`src/rtl/jtmikie_sndlatch.sv`:
```
// Main-to-sound command latch for the Mikie sound board: captures command bytes,
// drives the sound CPU IRQ, provides the polled sound timer and lost-command counters.
module jtmikie_sndlatch #(
  parameter int TIM_W = 10,
  parameter int OVR_W = 8
) (
  input  logic             clk,
  input  logic             rstn,
  input  logic [7:0]       main_latch,
  input  logic             m2s_on,
  input  logic             snd_rd,
  input  logic             snd_ack,
  input  logic             irq_en,
  input  logic             tim_cen,
  output logic [7:0]       latch_dout,
  output logic [3:0]       timer_dout,
  output logic             irqn,
  output logic             pending,
  output logic             overrun,
  output logic [OVR_W-1:0] ovr_cnt
);

  logic [7:0]       latch;
  logic             m2s_on_l;
  logic             armed;
  logic             wr;
  logic             pending_next;
  logic             ovr_hit;
  logic [TIM_W-1:0] timer;

  // armed only sets once m2s_on has been seen low, so a strobe already high
  // when reset releases is never mistaken for a rising edge.
  always_comb begin
    wr           = m2s_on & ~m2s_on_l & armed;
    pending_next = wr | (pending & ~snd_ack);
    ovr_hit      = wr & pending & ~snd_ack;
  end

  always_ff @(posedge clk or negedge rstn) begin
    if (!rstn) begin
      m2s_on_l <= 1'b0;
      armed    <= 1'b0;
    end else begin
      m2s_on_l <= m2s_on;
      if (!m2s_on) armed <= 1'b1;
    end
  end

  always_ff @(posedge clk or negedge rstn) begin
    if (!rstn) begin
      latch      <= '0;
      latch_dout <= '0;
    end else begin
      // latch_dout samples the pre-write latch value when read and write coincide
      if (snd_rd) latch_dout <= latch;
      if (wr)     latch      <= main_latch;
    end
  end

  always_ff @(posedge clk or negedge rstn) begin
    if (!rstn) begin
      pending <= 1'b0;
      irqn    <= 1'b1;
    end else begin
      pending <= pending_next;
      irqn    <= ~(pending_next & irq_en);
    end
  end

  always_ff @(posedge clk or negedge rstn) begin
    if (!rstn) begin
      overrun <= 1'b0;
      ovr_cnt <= '0;
    end else if (ovr_hit) begin
      overrun <= 1'b1;
      if (ovr_cnt != '1) ovr_cnt <= ovr_cnt + OVR_W'(1);
    end
  end

  always_ff @(posedge clk or negedge rstn) begin
    if (!rstn) begin
      timer      <= '0;
      timer_dout <= '0;
    end else begin
      if (tim_cen) timer <= timer + TIM_W'(1);
      timer_dout <= timer[TIM_W-1 -: 4];
    end
  end

endmodule
```
`config.mk`:
```
export PLATFORM = sky130hd
export DESIGN_NAME = jtmikie_sndlatch
export DESIGN_NICKNAME = d
export VERILOG_FILES = /design/src/rtl/jtmikie_sndlatch.sv
export SDC_FILE = /design/constraint.sdc
export NUM_CORES = 1
export LEC_CHECK = 0
export BUFFER_PORTS_ARGS = -buffer_cell sky130_fd_sc_hd__buf_4
export CORE_ASPECT_RATIO = 0.6
export CORE_MARGIN = 2
export CORE_UTILIZATION = 50
export CTS_BUF_LIST = sky130_fd_sc_hd__clkbuf_16
export DETAILED_ROUTE_END_ITERATION = 10
export PLACE_DENSITY = 0.76
export SYNTH_ARGS = -nofsm -noshare
export SYNTH_HDL_FRONTEND = slang
export SYNTH_SLANG_ARGS = --single-unit
```
`constraint.sdc`:
```
create_clock -name clk -period 4.78 [get_ports clk]
set_clock_uncertainty 0.05 [all_clocks]
set_input_delay 0.239 -clock clk [delete_from_list [all_inputs] [get_ports clk]]
set_output_delay 0.239 -clock clk [all_outputs]
set_load 0.03 [all_outputs]
```
### Yosys cells after proc, flatten, opt, wreduce, memory -nomap -nowiden

Cells that the tools add are included.
W data, S select, Z words.

* register bits after elaboration: 43
* input port bits: 15
* output and inout bits: 23
* word-level logic and storage cells: 24

* add/subtract/negate cells: 2
* equal/unequal tests: 1
* bitwise logic cells: 10
* reductions and logical operators: 1

Operators by type and width (count)
* $add A10 B1 Y10 const B: 1
* $add A8 B1 Y8 const B: 1
* $ne A8 B8 Y1 const B: 1
* $and A1 B1 Y1: 6
* $not A1 Y1: 3
* $reduce_and A2 Y1: 1
* $or A1 B1 Y1: 1

### Depth between registers and ports, before layout

Gate-level depths: netlist of run 1.

* depth after elaboration: 6
* gate-level depth with buffers: 5
* gate-level depth less buffers: 5

### Least setup slack after synthesis of run 1

Ideal clock, no wire load.

* path kind: reg2reg
* from: register ovr_cnt[0]
* to: register ovr_cnt[1]
* setup time: 125 ps
* arrival: 1648 ps
* data required time: 4605 ps
* setup slack: 2957 ps
* cell stages (with the launch flop): 6
* path buffers: 0
* clock period less this slack: 1823 ps
* cells stage by stage: dfrtp_1 > ha_1 > nand2_1 > or3_4 > nand2_4 > mux2_4

* longest elaborated chain between the ends: 2
* elaborated cells on any way between the ends: 3
* those cells by class: 1 x add/sub; 1 x eq/ne; 1 x reduce/logical

RTL lines
* from (decl): line 20 `output logic [OVR_W-1:0] ovr_cnt`
* from (signal assigned): line 76 `if (ovr_cnt != '1) ovr_cnt <= ovr_cnt + OVR_W'(1);`
* parallel branches: the longest is 2 deep, another holds $add A8 B1 Y8

Several ways; the timed one is not identified.
A chain may end at the register's enable or synchronous reset.

### Worst setup path after layout of run 1

Ends and elaborated chain as after synthesis.

==> Flow_metrics.wiki, run 1 <==
{| class="wikitable"
! Metric !! Value
|-
| Die height || 49.1 µm
|-
| DIE WIDTH || 79.1 µm
|-
| Number of buffers created by CTS || 5
|-
| Post-synthesis adder-cell area fraction || 0.0148
|-
| Synth-to-layout area growth || 31.2%
|-
| Leakage power || 1.03 nW
|-
| Ratio of total power to cell area || 525 mW/mm²
|-
| Switching power as a share of total power || 0.273
|-
| FILL cells || between 200 and 250
|-
| Antenna Diode Count || 0
|-
| Post-synth ARST share || 1.00
|-
| Outcome || finished, final reports clean
|-
| Iteration-0 DRC Markers || 52
|-
| Pin count of the biggest net entering global routing || 44
|-
| Maxcap violations || 0
|-
| Slew at the pin closest to its max-slew limit || 0.517 ns
|-
| Antenna-violating nets left || 0
|-
| Clock tree buffer depth || 2
|-
| Total wire length after detailed routing || between 3000 and 4000 µm
|-
| Required time at the endpoint of the critical path || 4.90 ns
|-
| Share of cell area taken by muxes after synthesis || 0.135
|-
| Pre-CTS WS || a little over 3 ns
|-
| Register area share after synthesis || 0.637
|-
| Post-synth design cell area || 0.00169 mm²
|-
| Post-route standard cell area excluding fillers || 0.00222 mm²
|-
| List of most frequent post-synthesis cells || 42 x sky130_fd_sc_hd__dfrtp_1, 19 x sky130_fd_sc_hd__mux2_2, 10 x sky130_fd_sc_hd__nand2_1, 9 x sky130_fd_sc_hd__xnor2_1, 6 x sky130_fd_sc_hd__nand3_1
|-
| Cts repair resizes || 0
|-
| Post-synthesis share of cell area spent on xor and xnor gates || 0.0570
|-
| Slew Limit Headroom || 0.655
|-
| Met2 layer wire length in the routed design || 1420 µm
|-
| Part of the power in the clock network || 0.373
|-
| Predominant post-synthesis flop cell || sky130_fd_sc_hd__dfrtp_1
|-
| Core Region || 0.00324 mm²
|-
| Worst Hold Depth || 2
|-
| Most numerous cell in the Yosys netlist || sky130_fd_sc_hd__dfrtp_1
|-
| Overall power consumption || around 1.2 mW
|-
| Number of endpoints with negative hold slack in the final report || 0
|-
| Initial antenna violation count || 0
|-
| Total of endpoints with negative setup slack in the final report || 0
|-
| Setup TNS || 0 ns
|-
| Storage element area || 0.00108 mm²
|-
| Top fanout value on the critical path || 4
|-
| Number of flops mapped to enable cells by yosys || 0
|-
| Post-route fraction of the period consumed by the critical path || 0.356
|-
| Cells after Synth || ~120
|-
| Critical Setup Path Class || reg2reg
|-
| Signal arrival time at the worst endpoint || 1.82 ns
|-
| Multi-input logic area || between 600 and 700 µm²
|-
| Total global-route track usage || 0.181
|-
| Clock slew at reported path FFs || ~0.060 ns
|-
| Detailed-routing wirelength on met1 || around 1400 µm
|-
| Final setup margin || just over 3 ns
|-
| Grt ovf || 0
|-
| Combinational family with the most area after synthesis || multiplexers
|-
| Synth top area share || 0.621
|-
| Share of post-route cells with drive strength above 1 || 0.436
|-
| Hold WC Path Type || in2reg
|-
| Worst-case reg-to-reg path depth || 5
|-
| Ranking of synthesized cells by area || sky130_fd_sc_hd__dfrtp_1 62%, sky130_fd_sc_hd__mux2_2 13%, sky130_fd_sc_hd__xnor2_1 4.7%, sky130_fd_sc_hd__nand2_1 2.2%, sky130_fd_sc_hd__nand3_1 1.8%
|-
| Synth Area in Compound Gates || 0.0141
|-
| Setup repair after global routing missed its margin || false
|-
| Residual DRC || 0
|-
| Average via count per standard cell || 5.16
|-
| Cell type with the largest total area after synthesis || sky130_fd_sc_hd__dfrtp_1
|-
| Maximum resistive drop on vdd || between 0.0003 and 0.0004 V
|-
| CTS Root Cell || sky130_fd_sc_hd__clkbuf_16
|-
| Port bufs || 37
|-
| Count of synthesis-stage warnings from yosys || 0
|-
| # Post-CTS Setup Buffers || 0
|-
| Uppermost routed layer || met4
|-
| Switching component of the power || 0.318 mW
|-
| Kind of start point of the critical path || flip-flop
|-
| Global-route wire length before repair || about 5200 µm
|-
| Synthesized area per cell || 14.0 µm²
|-
| Synth Register Bits || 43
|-
| Share of power burned in registers || 0.422
|-
| CTS Sinks || 43
|-
| Area fraction in and, or, nand and nor cells after synthesis || 0.135
|-
| DR vias || between 1000 and 1500
|-
| Maximum operating frequency || a little under 600 MHz
|-
| Final number of max-transition violations || 0
|-
| Post-Synthesis Net Count || 138
|-
| Logic pwr share || 0.205
|-
| Internal power of the cells || 0.847 mW
|-
| Die area || roughly 0.0039 mm²
|-
| Netlist cell types || 29
|-
| Top-level port count || 38
|-
| Final weighted congestion in routability-driven placement || 0.824
|-
| DR WL met3 || 193 µm
|-
| CTS tree || built
|-
| Placed Area || 0.00202 mm²
|-
| Final HPWL from detailed placement || approximately 2200 µm
|-
| Initial Util || 0.522
|-
| Latest clock arrival within the worst-skew pair || 0.28 ns
|-
| First-pass DRT Iterations || 4
|-
| Final min period || approximately 1.7 ns
|-
| Critical Path End Type || flip-flop
|-
| Routed length per placed instance || 14.7 µm
|-
| Worst-case hold slack || 0.0214 ns
|-
| Number of standard-cell rows in the floorplan || 16
|-
| Via count of the first global-routing pass || 1139
|-
| CTS H-tree depth || 2
|-
| Number of nets in the finished design || around 180
|}
## metal layers
| layer | vias up | track usage |
|---|---|---|
| li1 | 510 | - |
| met1 | 531 | 0.232 |
| met2 | 32 | 0.275 |
| met3 | 10 | 0.0685 |
| met4 | 0 | 0.0862 |
| met5 | - | 0 |
## metrics by stage
stage                util  std cells
floorplan               -        121
global placement    0.622        201
detailed placement  0.622        201
CTS                 0.684        210
global route        0.684        210
finish              0.684        210
## final timing paths
check	start	end	slack, ns
setup reg to reg	ovr_cnt[0]$_DFFE_PN0P_	ovr_cnt[1]$_DFFE_PN0P_	3.08
setup / recovery	ovr_cnt[0]$_DFFE_PN0P_	ovr_cnt[1]$_DFFE_PN0P_	3.08
hold / removal	irq_en	irqn$_DFF_PN1_	0.02
hold reg to reg	timer[9]$_DFFE_PN0P_	timer_dout[3]$_DFF_PN0_	0.35
max in group asynchronous	rstn	irqn$_DFF_PN1_	3.89
min in group asynchronous	rstn	overrun$_DFFE_PN0P_	0.43
## cell usage in the layout (no fill, tap or decap), drive strengths merged, types with 3 or more instances in the layout
cell,netlist,routed
xnor2,9,9
and3,4,4
dfrtp,42,42
nor2,3,3
nor4,3,3
nand3,6,6
clkbuf,1,5
nand2,12,12
nand4,3,3
mux2,20,20
buf,1,37
## area by class of cell
class / instances / share of cell area
tap: 45 / 0.0254
clock buffer: 5 / 0.0564
clock inverter: 3 / 0.0304
timing repair buffer: 38 / 0.130
multi-input combinational: 75 / 0.271
sequential: 43 / 0.485
inverter: 1 / 0.00169
## logic make-up (layout without fill, tap and decap cells)
group | count (synthesis) | in the layout
flops | 43 | 43
simple gates | 38 | 38
mux | 20 | 20
xor+xnor | 11 | 11
compound gates | 4 | 4
buf+inv | 3 | 47
fa+ha+maj | 2 | 2
## power groups by stage
stage	registers (mW)	clock network, mW	logic (mW)
5_1_grt	0.503	0.463	0.259
6_report	0.491	0.434	0.239
2_1_floorplan	0.546	0	0.0956
3_5_place_dp	0.497	0	0.242
3_3_place_gp	0.490	0	0.232
4_1_cts	0.491	0.442	0.244
## sequential cells by signal (all words and copies together), names as in the netlist
signal and count:
latch_dout 8, timer 10, timer_dout 4, ovr_cnt 8, overrun 1, m2s_on_l 1, pending 1, irqn 1
armed 1, latch 8
## repair_timing
action	CTS	global route
endpoints found under the setup margin	0	0
hold buffers	1	0
hold endpoints to repair	42	0
## worst max-delay path, stage by stage (launching register included)
cell and delay, ns:
sky130_fd_sc_hd__dfrtp_1 0.41, sky130_fd_sc_hd__ha_1 0.23, sky130_fd_sc_hd__nand2_1 0.09, sky130_fd_sc_hd__or3_4 0.43, sky130_fd_sc_hd__nand2_4 0.09, sky130_fd_sc_hd__mux2_4 0.29
Note: power is estimated with default switching activity, not from simulation.
==> inputs of run 2 (changes only) <==
--- a/config.mk
+++ b/config.mk
@@ -8,10 +8,10 @@
 export BUFFER_PORTS_ARGS = -buffer_cell sky130_fd_sc_hd__buf_4
 export CORE_ASPECT_RATIO = 0.6
 export CORE_MARGIN = 2
-export CORE_UTILIZATION = 50
+export CORE_UTILIZATION = 47
 export CTS_BUF_LIST = sky130_fd_sc_hd__clkbuf_16
 export DETAILED_ROUTE_END_ITERATION = 10
-export PLACE_DENSITY = 0.76
+export PLACE_DENSITY = 0.75
 export SYNTH_ARGS = -nofsm -noshare
 export SYNTH_HDL_FRONTEND = slang
 export SYNTH_SLANG_ARGS = --single-unit
==> constraint.sdc (replaced) <==
create_clock -name clk -period 1.5 [get_ports clk]
set_clock_uncertainty 0.05 [all_clocks]
set_input_delay 0.075 -clock clk [delete_from_list [all_inputs] [get_ports clk]]
set_output_delay 0.075 -clock clk [all_outputs]
set_load 0.03 [all_outputs]
==> Flow_metrics.wiki, run 2 (synthesized netlist as in run 1, its figures left out) <==
{| class="wikitable"
! Metric !! Value
|-
| Setup TNS || 0 ns (unchanged)
|-
| Routed length per placed instance || 15.9 µm (+8.7%)
|-
| Top-level port count || 38 (unchanged)
|-
| Slew at the pin closest to its max-slew limit || 0.529 ns (+0.0122 ns)
|-
| Slew Limit Headroom || 0.647 (-0.00812)
|-
| Placed Area || 0.00211 mm² (+4.6%)
|-
| Post-route standard cell area excluding fillers || 0.00245 mm² (+11%)
|-
| Share of post-route cells with drive strength above 1 || 0.484 (+0.0478)
|-
| Die area || 0.00411 mm² (+6.0%)
|-
| Worst R2R Setup Slack || 0.002 ns (-3.07 ns)
|-
| Share of power burned in registers || 0.422 (about the same)
|-
| Leakage power || 1.15 nW (+12%)
|-
| Total global-route track usage || 0.204 (+0.0229)
|-
| Iteration-0 DRC Markers || 77 (+48%)
|-
| Ratio of total power to cell area || 1510 mW/mm² (+190%)
|-
| Outcome || finished, final reports clean
|-
| Placed cell count || 211 (+5.0%)
|-
| DIE WIDTH || 81.5 µm (+3.0%)
|-
| Antenna Diode Count || 0 (unchanged)
|-
| Most common cell after layout, fill and taps aside || sky130_fd_sc_hd__buf_4
|-
| Hold WC Path Type || in2reg
|-
| Post-route fraction of the period consumed by the critical path || 0.999 (+0.642)
|-
| DR vias || 1186 (+9.5%)
|-
| Critical register-to-register path endpoint || ovr_cnt[1]$_DFFE_PN0P_
|-
| Initial antenna violation count || 0 (unchanged)
|-
| Global-route wire length before repair || 6040 µm (+16%)
|-
| Switching component of the power || 1.06 mW (+230%)
|-
| Die height || 50.5 µm (+2.9%)
|-
| R2R Path Start || ovr_cnt[1]$_DFFE_PN0P_
|-
| Register with the most flip-flops || timer
|-
| Worst-case hold slack || 0.0978 ns (+0.0765 ns)
|-
| Grt ovf || 0 (unchanged)
|-
| Final number of max-transition violations || 0 (unchanged)
|-
| Internal power of the cells || 2.64 mW (+210%)
|-
| Setup repair after global routing missed its margin || true
|-
| Port bufs || 37 (unchanged)
|-
| Latest clock arrival within the worst-skew pair || 0.28 ns (about the same)
|-
| CTS Sinks || 43 (unchanged)
|-
| Total wire length after detailed routing || 3740 µm (+22%)
|-
| Average via count per standard cell || 5.05 (-2.1%)
|-
| Core Region || 0.00334 mm² (+3.1%)
|-
| Switching power as a share of total power || 0.286 (+0.0131)
|-
| Clock tree buffer depth || 2 (unchanged)
|-
| Number of endpoints with negative hold slack in the final report || 0 (unchanged)
|-
| Logic pwr share || 0.260 (+0.055)
|-
| FILL cells || 213 (-8.2%)
|-
| Maxcap violations || 0 (unchanged)
|-
| Total of endpoints with negative setup slack in the final report || 0 (unchanged)
|-
| Via count of the first global-routing pass || 1283 (+13%)
|-
| Worst-case reg-to-reg path depth || 5 (unchanged)
|-
| Pin count of the biggest net entering global routing || 44 (unchanged)
|-
| Top fanout value on the critical path || 2 (-2)
|-
| CTS Root Cell || sky130_fd_sc_hd__clkbuf_16
|-
| Residual DRC || 0 (unchanged)
|-
| Critical Setup Path Class || reg2reg
|-
| Initial Util || 0.506 (-0.0156)
|-
| Max reg flops || 10 (unchanged)
|-
| Maximum resistive drop on vdd || 0.000898 V (+180%)
|-
| Maximum operating frequency || 668 MHz (+14%)
|-
| Worst setup startpoint || ovr_cnt[1]$_DFFE_PN0P_
|-
| Kind of start point of the critical path || flip-flop
|-
| Number of buffers created by CTS || 5 (unchanged)
|-
| Critical Path End Type || flip-flop
|-
| Part of the power in the clock network || 0.318 (-0.055)
|-
| Signal arrival time at the worst endpoint || 1.61 ns (-0.21 ns)
|-
| Commonest non-fill, non-tap cells in the layout || 52 x sky130_fd_sc_hd__buf_4, 40 x sky130_fd_sc_hd__dfrtp_1, 19 x sky130_fd_sc_hd__mux2_2, 12 x sky130_fd_sc_hd__dlygate4sd3_1
|-
| Antenna-violating nets left || 0 (unchanged)
|-
| Crit path to || ovr_cnt[1]$_DFFE_PN0P_
|-
| Clock slew at reported path FFs || 0.06 ns (about the same)
|-
| First-pass DRT Iterations || 4 (unchanged)
|-
| Synth-to-layout area growth || 45.0%
|-
| Required time at the endpoint of the critical path || 1.61 ns (-3.29 ns)
|-
| Final HPWL from detailed placement || 2350 µm (+7.0%)
|-
| Final min period || 1.50 ns (-0.206 ns)
|-
| Number of standard-cell rows in the floorplan || 16 (unchanged)
|-
| Final weighted congestion in routability-driven placement || 0.916 (+11%)
|-
| Number of nets in the finished design || 207 (+14%)
|-
| CTS H-tree depth || 2 (unchanged)
|-
| CTS tree || built
|-
| Fin cells || 235 (+12%)
|}
run 2: cell count changes in the layout (fill, tap and decap cells not counted), sizes merged:
cell | before | now
dlygate4sd3 | 1 | 12
inv | 1 | 2
bufinv | 2 | 1
buf | 37 | 52
clkinvlp | 1 | 0
run 2: cell type report:
| class | instances | area [µm²] | area share |
|---|---|---|---|
| inverters | 1 | 3.75 | 0.00153 |
| clock inverters | 2 | 33.8 | 0.0138 |
| multi-input cells | 75 | 644 | 0.263 |
| flip-flops and latches | 43 | 1080 | 0.440 |
| repair buffers | 64 | 510 | 0.208 |
| well taps | 45 | 56.3 | 0.0229 |
| clock buffers | 5 | 125 | 0.0510 |
run 2: worst max-delay path: stages (launching register included):
cell	delay [ns]
sky130_fd_sc_hd__dfrtp_2	0.38
sky130_fd_sc_hd__ha_4	0.14
sky130_fd_sc_hd__nand2_2	0.05
sky130_fd_sc_hd__or3_4	0.38
sky130_fd_sc_hd__nand2_4	0.07
sky130_fd_sc_hd__mux2_4	0.30
run 2: power by group through the flow:
stage	Sequential (mW)	Clock (mW)	Combinational, mW
2_1_floorplan	1.76	0	0.322
4_1_cts	1.56	1.20	0.954
5_1_grt	1.59	1.27	1.03
6_report	1.56	1.18	0.964
3_3_place_gp	1.56	0	0.858
3_5_place_dp	1.58	0	0.903
run 2: per-layer routing:
metal / wire length (µm) / vias to the layer above / global-route usage
met5: 0 / - / 0
met3: 178 / 13 / 0.0594
met1: 1710 / 585 / 0.264
li1: - / 555 / -
met4: 112 / 0 / 0.119
met2: 1750 / 33 / 0.307
run 2: how the worst min path moves through the flow:
stage | startpoint | to | depth (start not counted)
2_1_floorplan | rstn | armed$_DFFE_PN0N_ | 0
3_3_place_gp | rstn | ovr_cnt[7]$_DFFE_PN0P_ | 1
3_5_place_dp | rstn | ovr_cnt[6]$_DFFE_PN0P_ | 1
4_1_cts | snd_rd | latch_dout[4]$_DFFE_PN0P_ | 2
5_1_grt | snd_rd | latch_dout[0]$_DFFE_PN0P_ | 2
6_report | snd_rd | latch_dout[0]$_DFFE_PN0P_ | 2
run 2: metrics by stage:
stage / util / setup slack (ns) / power (mW)
detailed placement: 0.631 / -0.00936 / 2.48
CTS: 0.723 / -0.0218 / 3.71
finish: 0.734 / 0.00195 / 3.70
global placement: 0.631 / 0.0328 / 2.41
floorplan: - / -0.126 / 2.08
global route: 0.734 / -0.0346 / 3.88
run 2: repair_timing:
item / CTS / global route
setup endpoints to repair: 1 / 4
pin swaps: 3 / 4
hold buffers: 12 / 0
resized for setup: 0 / 4
endpoints found under the hold margin: 54 / 0
setup buffers: 4 / 1
==> inputs of run 3 (changes only) <==
--- a/config.mk
+++ b/config.mk
@@ -12,6 +12,7 @@
 export CTS_BUF_LIST = sky130_fd_sc_hd__clkbuf_16
 export DETAILED_ROUTE_END_ITERATION = 10
 export PLACE_DENSITY = 0.75
+export SETUP_SLACK_MARGIN = 0.1
 export SYNTH_ARGS = -nofsm -noshare
 export SYNTH_HDL_FRONTEND = slang
 export SYNTH_SLANG_ARGS = --single-unit
==> Flow_metrics.wiki, run 3 (synthesized netlist as in run 1, its figures left out) <==
{| class="wikitable"
! Metric !! Value
|-
| Part of the power in the clock network || 0.325 (+0.007)
|-
| Hold WC Path Type || in2reg
|-
| Via count of the first global-routing pass || 1226 (-4.4%)
|-
| Number of endpoints with negative hold slack in the final report || 0 (unchanged)
|-
| Maximum resistive drop on vdd || 0.000797 V (-11%)
|-
| Die area || 0.00411 mm² (unchanged)
|-
| Worst setup startpoint || ovr_cnt[1]$_DFFE_PN0P_
|-
| Slew at the pin closest to its max-slew limit || 0.518 ns (-0.0111 ns)
|-
| Slew Limit Headroom || 0.655 (+0.00740)
|-
| First-pass DRT Iterations || 4 (unchanged)
|-
| Antenna-violating nets left || 0 (unchanged)
|-
| Internal power of the cells || 2.62 mW (-0.82%)
|-
| Setup repair after global routing missed its margin || true
|-
| CTS Root Cell || sky130_fd_sc_hd__clkbuf_16
|-
| Final setup margin || -0.00367 ns (-0.00562 ns)
|-
| Number of buffers created by CTS || 5 (unchanged)
|-
| Share of power burned in registers || 0.426 (+0.004)
|-
| Worst R2R Setup Slack || -0.004 ns (about the same)
|-
| Final min period || 1.50 ns (+0.00562 ns)
|-
| Antenna Diode Count || 0 (unchanged)
|-
| Max reg flops || 10 (unchanged)
|-
| R2R Path Start || ovr_cnt[1]$_DFFE_PN0P_
|-
| DR vias || 1166 (-1.7%)
|-
| Die height || 50.5 µm (unchanged)
|-
| Core Region || 0.00334 mm² (unchanged)
|-
| Initial Util || 0.506 (unchanged)
|-
| Failing checks || negative setup slack
|-
| Maximum operating frequency || 665 MHz (-0.37%)
|-
| CTS tree || built
|-
| Outcome || finished, violations left
|-
| Pre-CTS WS || -0.0111 ns (-0.00174 ns)
|-
| Grt ovf || 0 (unchanged)
|-
| Required time at the endpoint of the critical path || 1.61 ns (about the same)
|-
| Total of endpoints with negative setup slack in the final report || 1 (+1)
|-
| Synth-to-layout area growth || 42.8%
|-
| Clock tree buffer depth || 2 (unchanged)
|-
| Switching component of the power || 1.05 mW (-1.0%)
|-
| Register with the most flip-flops || timer
|-
| Critical Setup Path Class || reg2reg
|-
| Most common cell after layout, fill and taps aside || sky130_fd_sc_hd__buf_4
|-
| Average via count per standard cell || 5.00 (-0.84%)
|-
| Critical register-to-register path endpoint || ovr_cnt[1]$_DFFE_PN0P_
|-
| Ratio of total power to cell area || 1520 mW/mm² (+0.66%)
|-
| Top fanout value on the critical path || 2 (unchanged)
|-
| Global-route wire length before repair || 5840 µm (-3.3%)
|-
| Latest clock arrival within the worst-skew pair || 0.28 ns (about the same)
|-
| CTS Sinks || 43 (unchanged)
|-
| Residual DRC || 0 (unchanged)
|-
| Leakage power || 1.13 nW (-2.1%)
|-
| Critical Path End Type || flip-flop
|-
| Number of nets in the finished design || 204 (-1.4%)
|-
| Pin count of the biggest net entering global routing || 44 (unchanged)
|-
| Iteration-0 DRC Markers || 80 (+3.9%)
|-
| Kind of start point of the critical path || flip-flop
|-
| Commonest non-fill, non-tap cells in the layout || 50 x sky130_fd_sc_hd__buf_4, 39 x sky130_fd_sc_hd__dfrtp_1, 19 x sky130_fd_sc_hd__mux2_2, 11 x sky130_fd_sc_hd__dlygate4sd3_1
|-
| Total global-route track usage || 0.196 (-0.00849)
|-
| Final number of max-transition violations || 0 (unchanged)
|-
| Logic pwr share || 0.249 (-0.011)
|-
| Crit path to || ovr_cnt[1]$_DFFE_PN0P_
|-
| Final HPWL from detailed placement || 2470 µm (+5.0%)
|-
| Setup TNS || -0.00367 ns (-0.00367 ns)
|-
| Final weighted congestion in routability-driven placement || 0.787 (-14%)
|-
| Clock slew at reported path FFs || 0.06 ns (about the same)
|-
| Routed length per placed instance || 15.5 µm (-3.0%)
|-
| Post-route fraction of the period consumed by the critical path || 1.00 (+0.00375)
|-
| DIE WIDTH || 81.5 µm (unchanged)
|-
| Number of standard-cell rows in the floorplan || 16 (unchanged)
|-
| Initial antenna violation count || 0 (unchanged)
|-
| Share of post-route cells with drive strength above 1 || 0.484 (about the same)
|-
| Signal arrival time at the worst endpoint || 1.61 ns (about the same)
|-
| Port bufs || 37 (unchanged)
|-
| Maxcap violations || 0 (unchanged)
|-
| Top-level port count || 38 (unchanged)
|-
| CTS H-tree depth || 2 (unchanged)
|-
| Total wire length after detailed routing || 3600 µm (-3.8%)
|-
| Worst-case reg-to-reg path depth || 5 (unchanged)
|-
| Switching power as a share of total power || 0.286 (-0.000404)
|}
==> run 3: cell types whose count changed in the layout (fill, tap and decap cells not counted) <==
cell	delta
sky130_fd_sc_hd__nand2b_2	+1
sky130_fd_sc_hd__dfrtp_1	-1
sky130_fd_sc_hd__nor4_4	-1
sky130_fd_sc_hd__dlygate4sd3_1	-1
sky130_fd_sc_hd__clkinv_1	+1
sky130_fd_sc_hd__dfrtp_2	+1
sky130_fd_sc_hd__inv_1	-1
sky130_fd_sc_hd__nand2b_1	-1
sky130_fd_sc_hd__buf_4	-2
sky130_fd_sc_hd__nor4_1	+2
sky130_fd_sc_hd__nor4_2	-1
sky130_fd_sc_hd__clkinv_2	+1
==> run 3: what timing repair did <==
item	in CTS	in global routing
setup buffers	0	2
endpoints found under the setup margin	5	6
hold buffers	11	0
gates resized for setup	0	2
cloned	0	0
pin swaps	0	2
endpoints found under the hold margin	53	0
==> run 3: power groups by stage <==
| stage | sequential, mW | combinational, mW | clock [mW] |
|---|---|---|---|
| after detailed placement | 1.58 | 0.891 | 0 |
| final | 1.56 | 0.915 | 1.19 |
| after floorplan | 1.76 | 0.322 | 0 |
| after global placement | 1.56 | 0.857 | 0 |
| after CTS | 1.56 | 0.921 | 1.21 |
| after global routing | 1.60 | 0.992 | 1.27 |
==> run 3: cell type report <==
type                    instances  area [µm²]
flip-flops and latches         43        1080
fillers                       232         927
multi-input cells              75         626
repair buffers                 61         485
clock buffers                   5         125
well taps                      45        56.3
clock inverters                 3        38.8
inverters                       1        3.75
==> run 3: per-layer routing <==
| metal | share of wire | up-vias | global-route usage |
|---|---|---|---|
| li1 | - | 551 | - |
| met1 | 0.45 | 584 | 0.239 |
| met2 | 0.50 | 27 | 0.337 |
| met3 | 0.050 | 4 | 0.0558 |
| met4 | 0.0069 | 0 | 0.0593 |
| met5 | 0 | - | 0 |
==> run 3: worst max-delay path: stages (launching register included) <==
cell and delay, ns:
sky130_fd_sc_hd__dfrtp_2 0.39, sky130_fd_sc_hd__ha_4 0.14, sky130_fd_sc_hd__nand2_2 0.05, sky130_fd_sc_hd__or3_4 0.39
sky130_fd_sc_hd__nand2_4 0.08, sky130_fd_sc_hd__mux2_4 0.29
==> run 3: worst min-delay path by stage <==
| stage | end | startpoint | depth (start not counted) |
|---|---|---|---|
| after floorplan | armed$_DFFE_PN0N_ | rstn | 0 |
| after global placement | ovr_cnt[6]$_DFFE_PN0P_ | rstn | 1 |
| after detailed placement | ovr_cnt[6]$_DFFE_PN0P_ | rstn | 1 |
| after CTS | latch[6]$_DFFE_PN0P_ | main_latch[6] | 2 |
| after global routing | latch[6]$_DFFE_PN0P_ | main_latch[6] | 2 |
| final | latch[6]$_DFFE_PN0P_ | main_latch[6] | 2 |
==> run 3: per-stage QoR <==
| step | hold slack (ns) | cells | power, mW | cell area (µm²) | util |
|---|---|---|---|---|---|
| 3_5_place_dp | 0.0404 | 212 | 2.47 | 2120 | 0.634 |
| 4_1_cts | 0.00394 | 231 | 3.69 | 2390 | 0.716 |
| 6_report | 0.00870 | 233 | 3.67 | 2420 | 0.723 |
| 3_3_place_gp | 0.0325 | 212 | 2.41 | 2120 | 0.634 |
| 2_1_floorplan | -0.271 | 121 | 2.08 | 1710 | - |
| 5_1_grt | 0.00182 | 233 | 3.86 | 2420 | 0.723 |
